**config.mk**
```make
export PLATFORM = sky130hd
export DESIGN_NAME = dp_ctrl_flat
export DESIGN_NICKNAME = d
export VERILOG_FILES = /design/src/rtl/dp_ctrl_pkg.sv /design/src/rtl/dp_ctrl_if.sv /design/src/rtl/dp_ctrl.sv /design/src/flat_wrapper.sv
export SDC_FILE = /design/constraint.sdc
export NUM_CORES = 1
export LEC_CHECK = 0
export CAP_MARGIN = 5
export CORE_MARGIN = 1.5
export CORE_UTILIZATION = 46
export DETAILED_ROUTE_END_ITERATION = 8
export GPL_TIMING_DRIVEN = 0
export PLACE_DENSITY = 0.77
export SETUP_SLACK_MARGIN = 0.1
export SYNTH_ARGS = -nofsm -noshare
export SYNTH_HDL_FRONTEND = slang
export SYNTH_SLANG_ARGS = --single-unit
```
**constraint.sdc**
```tcl
create_clock -name clk -period 3.5 [get_ports clk]
set_clock_uncertainty 0.1 [all_clocks]
set_input_delay 1.05 -clock clk [delete_from_list [all_inputs] [get_ports clk]]
set_output_delay 1.05 -clock clk [all_outputs]
set_load 0.03 [all_outputs]
```
**src/rtl/dp_ctrl_pkg.sv**
```systemverilog
// Shared definitions for the dp_ctrl sequencer and its datapath: flag widths,
// command/completion bit indices, state enumeration and decode helpers.
package dp_ctrl_pkg;

    localparam int CMD_FLAG_W = 6;
    localparam int INT_FLAG_W = 6;
    localparam int IDX_W      = 5;

    localparam int CMD_INIT = 0;
    localparam int CMD_READ = 1;
    localparam int CMD_AVG  = 2;
    localparam int CMD_COMP = 3;
    localparam int CMD_SORT = 4;
    localparam int CMD_OUT  = 5;

    localparam int INT_INIT = 0;
    localparam int INT_READ = 1;
    localparam int INT_AVG  = 2;
    localparam int INT_COMP = 3;
    localparam int INT_SORT = 4;
    localparam int INT_OUT  = 5;

    typedef enum logic [3:0] {
        ST_IDLE,
        ST_INIT,
        ST_READ,
        ST_AVG,
        ST_COMP,
        ST_NEXT,
        ST_SORT,
        ST_OUT,
        ST_DONE
    } state_t;

    function automatic logic [CMD_FLAG_W-1:0] cmd_decode(input state_t s);
        logic [CMD_FLAG_W-1:0] c;
        c = '0;
        case (s)
            ST_INIT: c[CMD_INIT] = 1'b1;
            ST_READ: c[CMD_READ] = 1'b1;
            ST_AVG:  c[CMD_AVG]  = 1'b1;
            ST_COMP: c[CMD_COMP] = 1'b1;
            ST_SORT: c[CMD_SORT] = 1'b1;
            ST_OUT:  c[CMD_OUT]  = 1'b1;
            default: c = '0;
        endcase
        return c;
    endfunction

    // Only the completion bit belonging to the current state is looked at.
    function automatic logic flag_match(input state_t s, input logic [INT_FLAG_W-1:0] f);
        logic m;
        m = 1'b0;
        case (s)
            ST_INIT: m = f[INT_INIT];
            ST_READ: m = f[INT_READ];
            ST_AVG:  m = f[INT_AVG];
            ST_COMP: m = f[INT_COMP];
            ST_SORT: m = f[INT_SORT];
            ST_OUT:  m = f[INT_OUT];
            default: m = 1'b0;
        endcase
        return m;
    endfunction

    function automatic logic is_cmd_state(input state_t s);
        return |cmd_decode(s);
    endfunction

endpackage

```
**src/rtl/dp_ctrl_if.sv**
```systemverilog
// Control/status bundle between the dp_ctrl sequencer (master) and the
// datapath plus run requester (slave).
interface dp_ctrl_if;
    import dp_ctrl_pkg::*;

    logic                  start;
    logic [INT_FLAG_W-1:0] int_flags;
    logic [CMD_FLAG_W-1:0] cmd_flags;
    logic                  cnt_rst;
    logic [IDX_W-1:0]      image_in_index;
    logic                  img_req;
    logic                  busy;
    logic                  done;
    logic                  err;

    modport master (
        input  start, int_flags,
        output cmd_flags, cnt_rst, image_in_index, img_req, busy, done, err
    );

    modport slave (
        output start, int_flags,
        input  cmd_flags, cnt_rst, image_in_index, img_req, busy, done, err
    );

endinterface

```
**src/rtl/dp_ctrl.sv**
```systemverilog
// Run sequencer for the image datapath: INIT, then READ/AVG/COMP per image,
// then SORT and OUT. Optional per-state watchdog enabled by DP_CTRL_TIMEOUT_EN.
module dp_ctrl
    import dp_ctrl_pkg::*;
#(
    parameter int NUM_IMG     = 32,
    parameter int TIMEOUT_CYC = 20000
) (
    input  logic      clk,
    input  logic      reset,
    dp_ctrl_if.master bus
);

    localparam logic [IDX_W-1:0] LAST_IDX = IDX_W'(NUM_IMG - 1);

    state_t                r_state;
    state_t                w_state_nxt;
    logic [IDX_W-1:0]      r_idx;
    logic [IDX_W-1:0]      w_idx_nxt;
    logic [CMD_FLAG_W-1:0] r_cmd;
    logic                  r_img_req;
    logic                  r_busy;
    logic                  r_done;
    logic                  w_ack;
    logic                  w_tmo;
    logic                  w_cnt_rst;

    assign w_ack = flag_match(r_state, bus.int_flags);

`ifdef DP_CTRL_TIMEOUT_EN
    localparam int TMO_W = $clog2(TIMEOUT_CYC + 1);

    logic [TMO_W-1:0] r_tmo_cnt;
    logic             r_err;

    // Cycles spent in the current state; restarts on every state change.
    always_ff @(posedge clk or posedge reset) begin
        if (reset) begin
            r_tmo_cnt <= '0;
        end else if (w_state_nxt != r_state) begin
            r_tmo_cnt <= '0;
        end else if (r_tmo_cnt != TMO_W'(TIMEOUT_CYC)) begin
            r_tmo_cnt <= r_tmo_cnt + 1'b1;
        end
    end

    assign w_tmo = is_cmd_state(r_state) && (r_tmo_cnt == TMO_W'(TIMEOUT_CYC - 1));

    always_ff @(posedge clk or posedge reset) begin
        if (reset) begin
            r_err <= 1'b0;
        end else if (w_tmo) begin
            r_err <= 1'b1;
        end else if (r_state == ST_IDLE && bus.start) begin
            r_err <= 1'b0;
        end
    end

    assign bus.err = r_err;
`else
    // Watchdog compiled out: states wait forever and err is constant 0.
    assign w_tmo   = 1'b0;
    assign bus.err = 1'b0 && (TIMEOUT_CYC > 0);
`endif

    always_comb begin
        // NOTE: defaults first so every path assigns every output -- no latches.
        w_state_nxt = r_state;
        w_idx_nxt   = r_idx;
        case (r_state)
            ST_IDLE: begin
                if (bus.start) begin
                    w_state_nxt = ST_INIT;
                    w_idx_nxt   = '0;
                end
            end
            ST_INIT: if (w_ack) w_state_nxt = ST_READ;
            ST_READ: if (w_ack) w_state_nxt = ST_AVG;
            ST_AVG:  if (w_ack) w_state_nxt = ST_COMP;
            ST_COMP: if (w_ack) w_state_nxt = ST_NEXT;
            ST_NEXT: begin
                if (r_idx >= LAST_IDX) begin
                    w_state_nxt = ST_SORT;
                end else begin
                    w_state_nxt = ST_READ;
                    w_idx_nxt   = r_idx + 1'b1;
                end
            end
            ST_SORT: if (w_ack) w_state_nxt = ST_OUT;
            ST_OUT:  if (w_ack) w_state_nxt = ST_DONE;
            ST_DONE: w_state_nxt = ST_IDLE;
            default: w_state_nxt = ST_IDLE;
        endcase
        if (w_tmo) begin
            w_state_nxt = ST_IDLE;
        end
    end

    // Clear pulse in the cycle whose closing edge enters a counting phase.
    assign w_cnt_rst = (w_state_nxt != r_state) &&
                       (w_state_nxt inside {ST_READ, ST_SORT, ST_OUT});

    // Outputs are decoded from the next state so they register with it (Moore).
    always_ff @(posedge clk or posedge reset) begin
        // NOTE: non-blocking assignments for all state so every register samples pre-edge values.
        if (reset) begin
            r_state   <= ST_IDLE;
            r_idx     <= '0;
            r_cmd     <= '0;
            r_img_req <= 1'b0;
            r_busy    <= 1'b0;
            r_done    <= 1'b0;
        end else begin
            r_state   <= w_state_nxt;
            r_idx     <= w_idx_nxt;
            r_cmd     <= cmd_decode(w_state_nxt);
            r_img_req <= (w_state_nxt == ST_READ);
            r_busy    <= (w_state_nxt != ST_IDLE);
            r_done    <= (w_state_nxt == ST_DONE);
        end
    end

    assign bus.cmd_flags      = r_cmd;
    assign bus.cnt_rst        = w_cnt_rst;
    assign bus.image_in_index = r_idx;
    assign bus.img_req        = r_img_req;
    assign bus.busy           = r_busy;
    assign bus.done           = r_done;

endmodule

```
**src/flat_wrapper.sv**
```systemverilog
// flat-port wrapper written by rule: the top's interface ports become plain ports
module dp_ctrl_flat import dp_ctrl_pkg::*;
#(
    parameter int NUM_IMG     = 32,
    parameter int TIMEOUT_CYC = 20000
)
  (clk, reset, bus_start, bus_int_flags, bus_cmd_flags, bus_cnt_rst, bus_image_in_index, bus_img_req, bus_busy, bus_done, bus_err);
  dp_ctrl_if bus_i ();
  input  logic clk;
  input  logic reset;
  input wire logic [$bits(bus_i.start)-1:0] bus_start;
  input wire logic [$bits(bus_i.int_flags)-1:0] bus_int_flags;
  output wire logic [$bits(bus_i.cmd_flags)-1:0] bus_cmd_flags;
  output wire logic [$bits(bus_i.cnt_rst)-1:0] bus_cnt_rst;
  output wire logic [$bits(bus_i.image_in_index)-1:0] bus_image_in_index;
  output wire logic [$bits(bus_i.img_req)-1:0] bus_img_req;
  output wire logic [$bits(bus_i.busy)-1:0] bus_busy;
  output wire logic [$bits(bus_i.done)-1:0] bus_done;
  output wire logic [$bits(bus_i.err)-1:0] bus_err;
  assign bus_i.start = bus_start;
  assign bus_i.int_flags = bus_int_flags;
  assign bus_cmd_flags = bus_i.cmd_flags;
  assign bus_cnt_rst = bus_i.cnt_rst;
  assign bus_image_in_index = bus_i.image_in_index;
  assign bus_img_req = bus_i.img_req;
  assign bus_busy = bus_i.busy;
  assign bus_done = bus_i.done;
  assign bus_err = bus_i.err;
  dp_ctrl #(.NUM_IMG(NUM_IMG), .TIMEOUT_CYC(TIMEOUT_CYC)) u_core (.clk(clk), .reset(reset), .bus(bus_i));
endmodule
```
==> impl_metrics.toml <==
[finish]
regArea_um2 = 425
final_cell_area_um2 = 1340
syn_to_final_growth_pct = 44.8
drive_gt1_share_pct = 25.8
antennaDiodeCount = 0
multi_input_area_um2 = 538
layout.nets = 140
n_fill_cell = 160
fin_cells = 155

[die]
core.rowCount = 16
io_pins = 25
chipWidth_um = 47.9
core-area_um2 = 1920
fp.dieArea_um2 = 2290
start_util_pct = 48.2
fp.dieH_um = 47.9

[global_routing]
grt_usage_pct = 21.5
use_met2_pct = 32.8
grt.busiest_layer = "met2"
antenna_found_initial = 0
grt_pass1_wl_um = 3320
gr-usage-met3_pct = 3.40
grt_start_max_net_pins = 18
grt-ovfl-total = 0
grtUsageMet1_pct = 27.9
grt_pass1_vias = 741

[routing]
wl_per_cell_um = 14.8
ant_nets = 0
first_pass_iters = 4
drt-initial-drc-count = 19
via_count = 865
drc = 0
wl_um = 2290
via_per_inst = 5.58

[logic_synthesis]
syn_avg_cell_area_um2 = 9.66
synth_cell_type_count = 33
synth_area_leaders = "dfrtp_1 46%, nand2_1 4.0%, mux2i_1 3.2%, o21ai_0 3.2%, and3_1 2.7%"
synth_edf_count = 0
synthesis.instances = 96
synth_top_area_share_pct = 45.9
syn-cell-area_um2 = 927
synth_nets = 107
synthArstFlopShare_pct = 100
ys_seq_elements = 17
seq_area_frac_synth_pct = 45.9
yosysWarnings = 0
synth_area_leader_cell = "dfrtp_1"
synth_ff_type = "dfrtp_1"

[setup_path]
path_cells = "buf_6, mux2i_4, nor4_4, a211oi_4, mux2i_4, o31ai_4, buf_6"
r2r_start = "u_core.r_state[2]"
cp_top_family = "multiplexers"
cp_max_fo = 3
cp_num_buf_inv = 2
arrival_ps = 2290
start_kind = "primary input"
ff2ff_setup_slack_ps = 1090
end_kind = "output pin"
critPathKind = "primary input to output pin"
cpPeakStageDelay_ps = 340
required_ps = 2350
r2r.worst_path.cells = 7
cp_slowest_cell = "mux2i_4"
regToRegEndpoint = "u_core.bus.busy"

[cts]
clock_sinks = 17
clk_latency_ps = 300
cts_tree = "yes"
clk_pin_slew_ps = 100
cts.root.buffer_cell = "clkbuf_4"
clk_path_buf_depth = 2
htreeDepth = 1
numCtsBuffers = 3

[timing]
rsz0062_at_grt = "yes"
slew_headroom_pct = 43.5
fin_tns_setup_ps = 0
maxSlewViolCount = 0
finalCritPeriodShare_pct = 98.3
worstMarginPinSlew_ps = 841
final-hold-violation-count = 0
finalWorstSetupSlack_ps = 59.5
final-setup-viol-count = 0
fin_crit_ps = 3440
timing.fmax_mhz = 291

[place]
dp_slack_ps = -1080
gp_congestion = 0.865
placed_cell_area_um2 = 1200
portBuffers = 23
dp_hpwl_um = 1540
dp.cells = 146

[run_status]
status = "complete, no violations"

[hold_path]
hold_class = "flop to flop"
whs_endpoint = "u_core.bus.image_in_index[2]"
min_path_cells = 1
hp-start = "u_core.bus.image_in_index[2]"

[power]
power.density_nw_per_um2 = 1000
p_leak_uw = 0.000600
irDropWorstVdd_mv = 0.657

[run]
drv_cap = 0
==> metrics by stage <==
stage,power [uW],hold slack [ps],utilization [%]
6_report,1350,426,69.9
5_1_grt,1430,467,69.9
4_1_cts,1290,418,68.2
3_5_place_dp,1070,406,62.7
3_3_place_gp,1050,397,62.7
2_1_floorplan,843,439,-
==> power breakdown <==
part,switching [uW],internal [uW]
Clock,62.5,44.5
Combinational,485,409
Sequential,77.9,269
Total,626,723
==> layer usage <==
layer  routed length, um  vias up
li1                    -      408
met2                1140       46
met4                  73        0
met1                 950      404
met3                 126        7
met5                   0        -
==> sequential cells by signal (all words and copies together), names as in the netlist <==
name / cells
u_core.bus.busy: 1
u_core.bus.cmd_flags: 6
u_core.bus.done: 1
u_core.bus.image_in_index: 5
u_core.r_state: 4
==> how the worst max path moves through the flow <==
stage                     startpoint     endpoint  slack, ps  cells past startpoint
floorplan           bus_int_flags[4]  bus_cnt_rst        120                      5
global placement    bus_int_flags[4]  bus_cnt_rst      -1040                      7
detailed placement  bus_int_flags[4]  bus_cnt_rst      -1080                      7
CTS                 bus_int_flags[2]  bus_cnt_rst         90                      7
global route        bus_int_flags[1]  bus_cnt_rst         30                      7
finish              bus_int_flags[1]  bus_cnt_rst         60                      7
==> cell families after synthesis <==
| logic type | synth area share [%] |
|---|---|
| adder cells (fa/ha/maj) | 2.70 |
| other | 0.404 |
| AND/OR/NAND/NOR | 24.8 |
| AO/OA/AOI/OAI | 14.8 |
| flip-flops | 45.9 |
| buffers and inverters | 5.67 |
| multiplexers | 5.67 |
==> timing repair <==
item                       CTS  global route
hold buffers                 0             0
resized for setup           44             9
pin swaps                    8             3
buffers inserted             4             1
setup endpoints to repair    1             1
==> area by class of cell <==
cell class,count,area share [%]
Inverter,5,1.40
Multi-Input combinational cell,68,40.1
Clock buffer,4,1.96
Tap cell,27,2.52
Buffer,6,2.80
Timing Repair Buffer,28,19.6
Sequential cell,17,31.7
==> synthesized netlist by cell type, types with 3 or more instances <==
cell	count
a21oi_1	4
and3_1	4
buf_4	3
clkbuf_1	3
dfrtp_1	17
inv_1	5
mux2i_1	3
nand2_1	10
nand3b_1	3
nor2_1	6
nor3_1	3
nor4_1	3
o21ai_0	6
==> cells in the final DEF, fill, tap and decap left out, types with 2 or more instances in the layout <==
cell type / count
a311oi_1: 2
clkdlybuf4s50_1: 15
dfrtp_1: 17
ha_1: 2
buf_4: 8
buf_2: 2
nand2_1: 10
nor4_1: 2
mux2_2: 2
nand2b_1: 2
o21ai_0: 6
nor2_1: 5
nor3_1: 2
mux2i_4: 3
clkbuf_4: 3
or2_1: 2
and3_1: 4
nand3_1: 2
inv_1: 5
nand3b_1: 3
buf_6: 5
clkbuf_2: 3
a21oi_1: 4
Note: power is estimated with default switching activity, not from simulation.
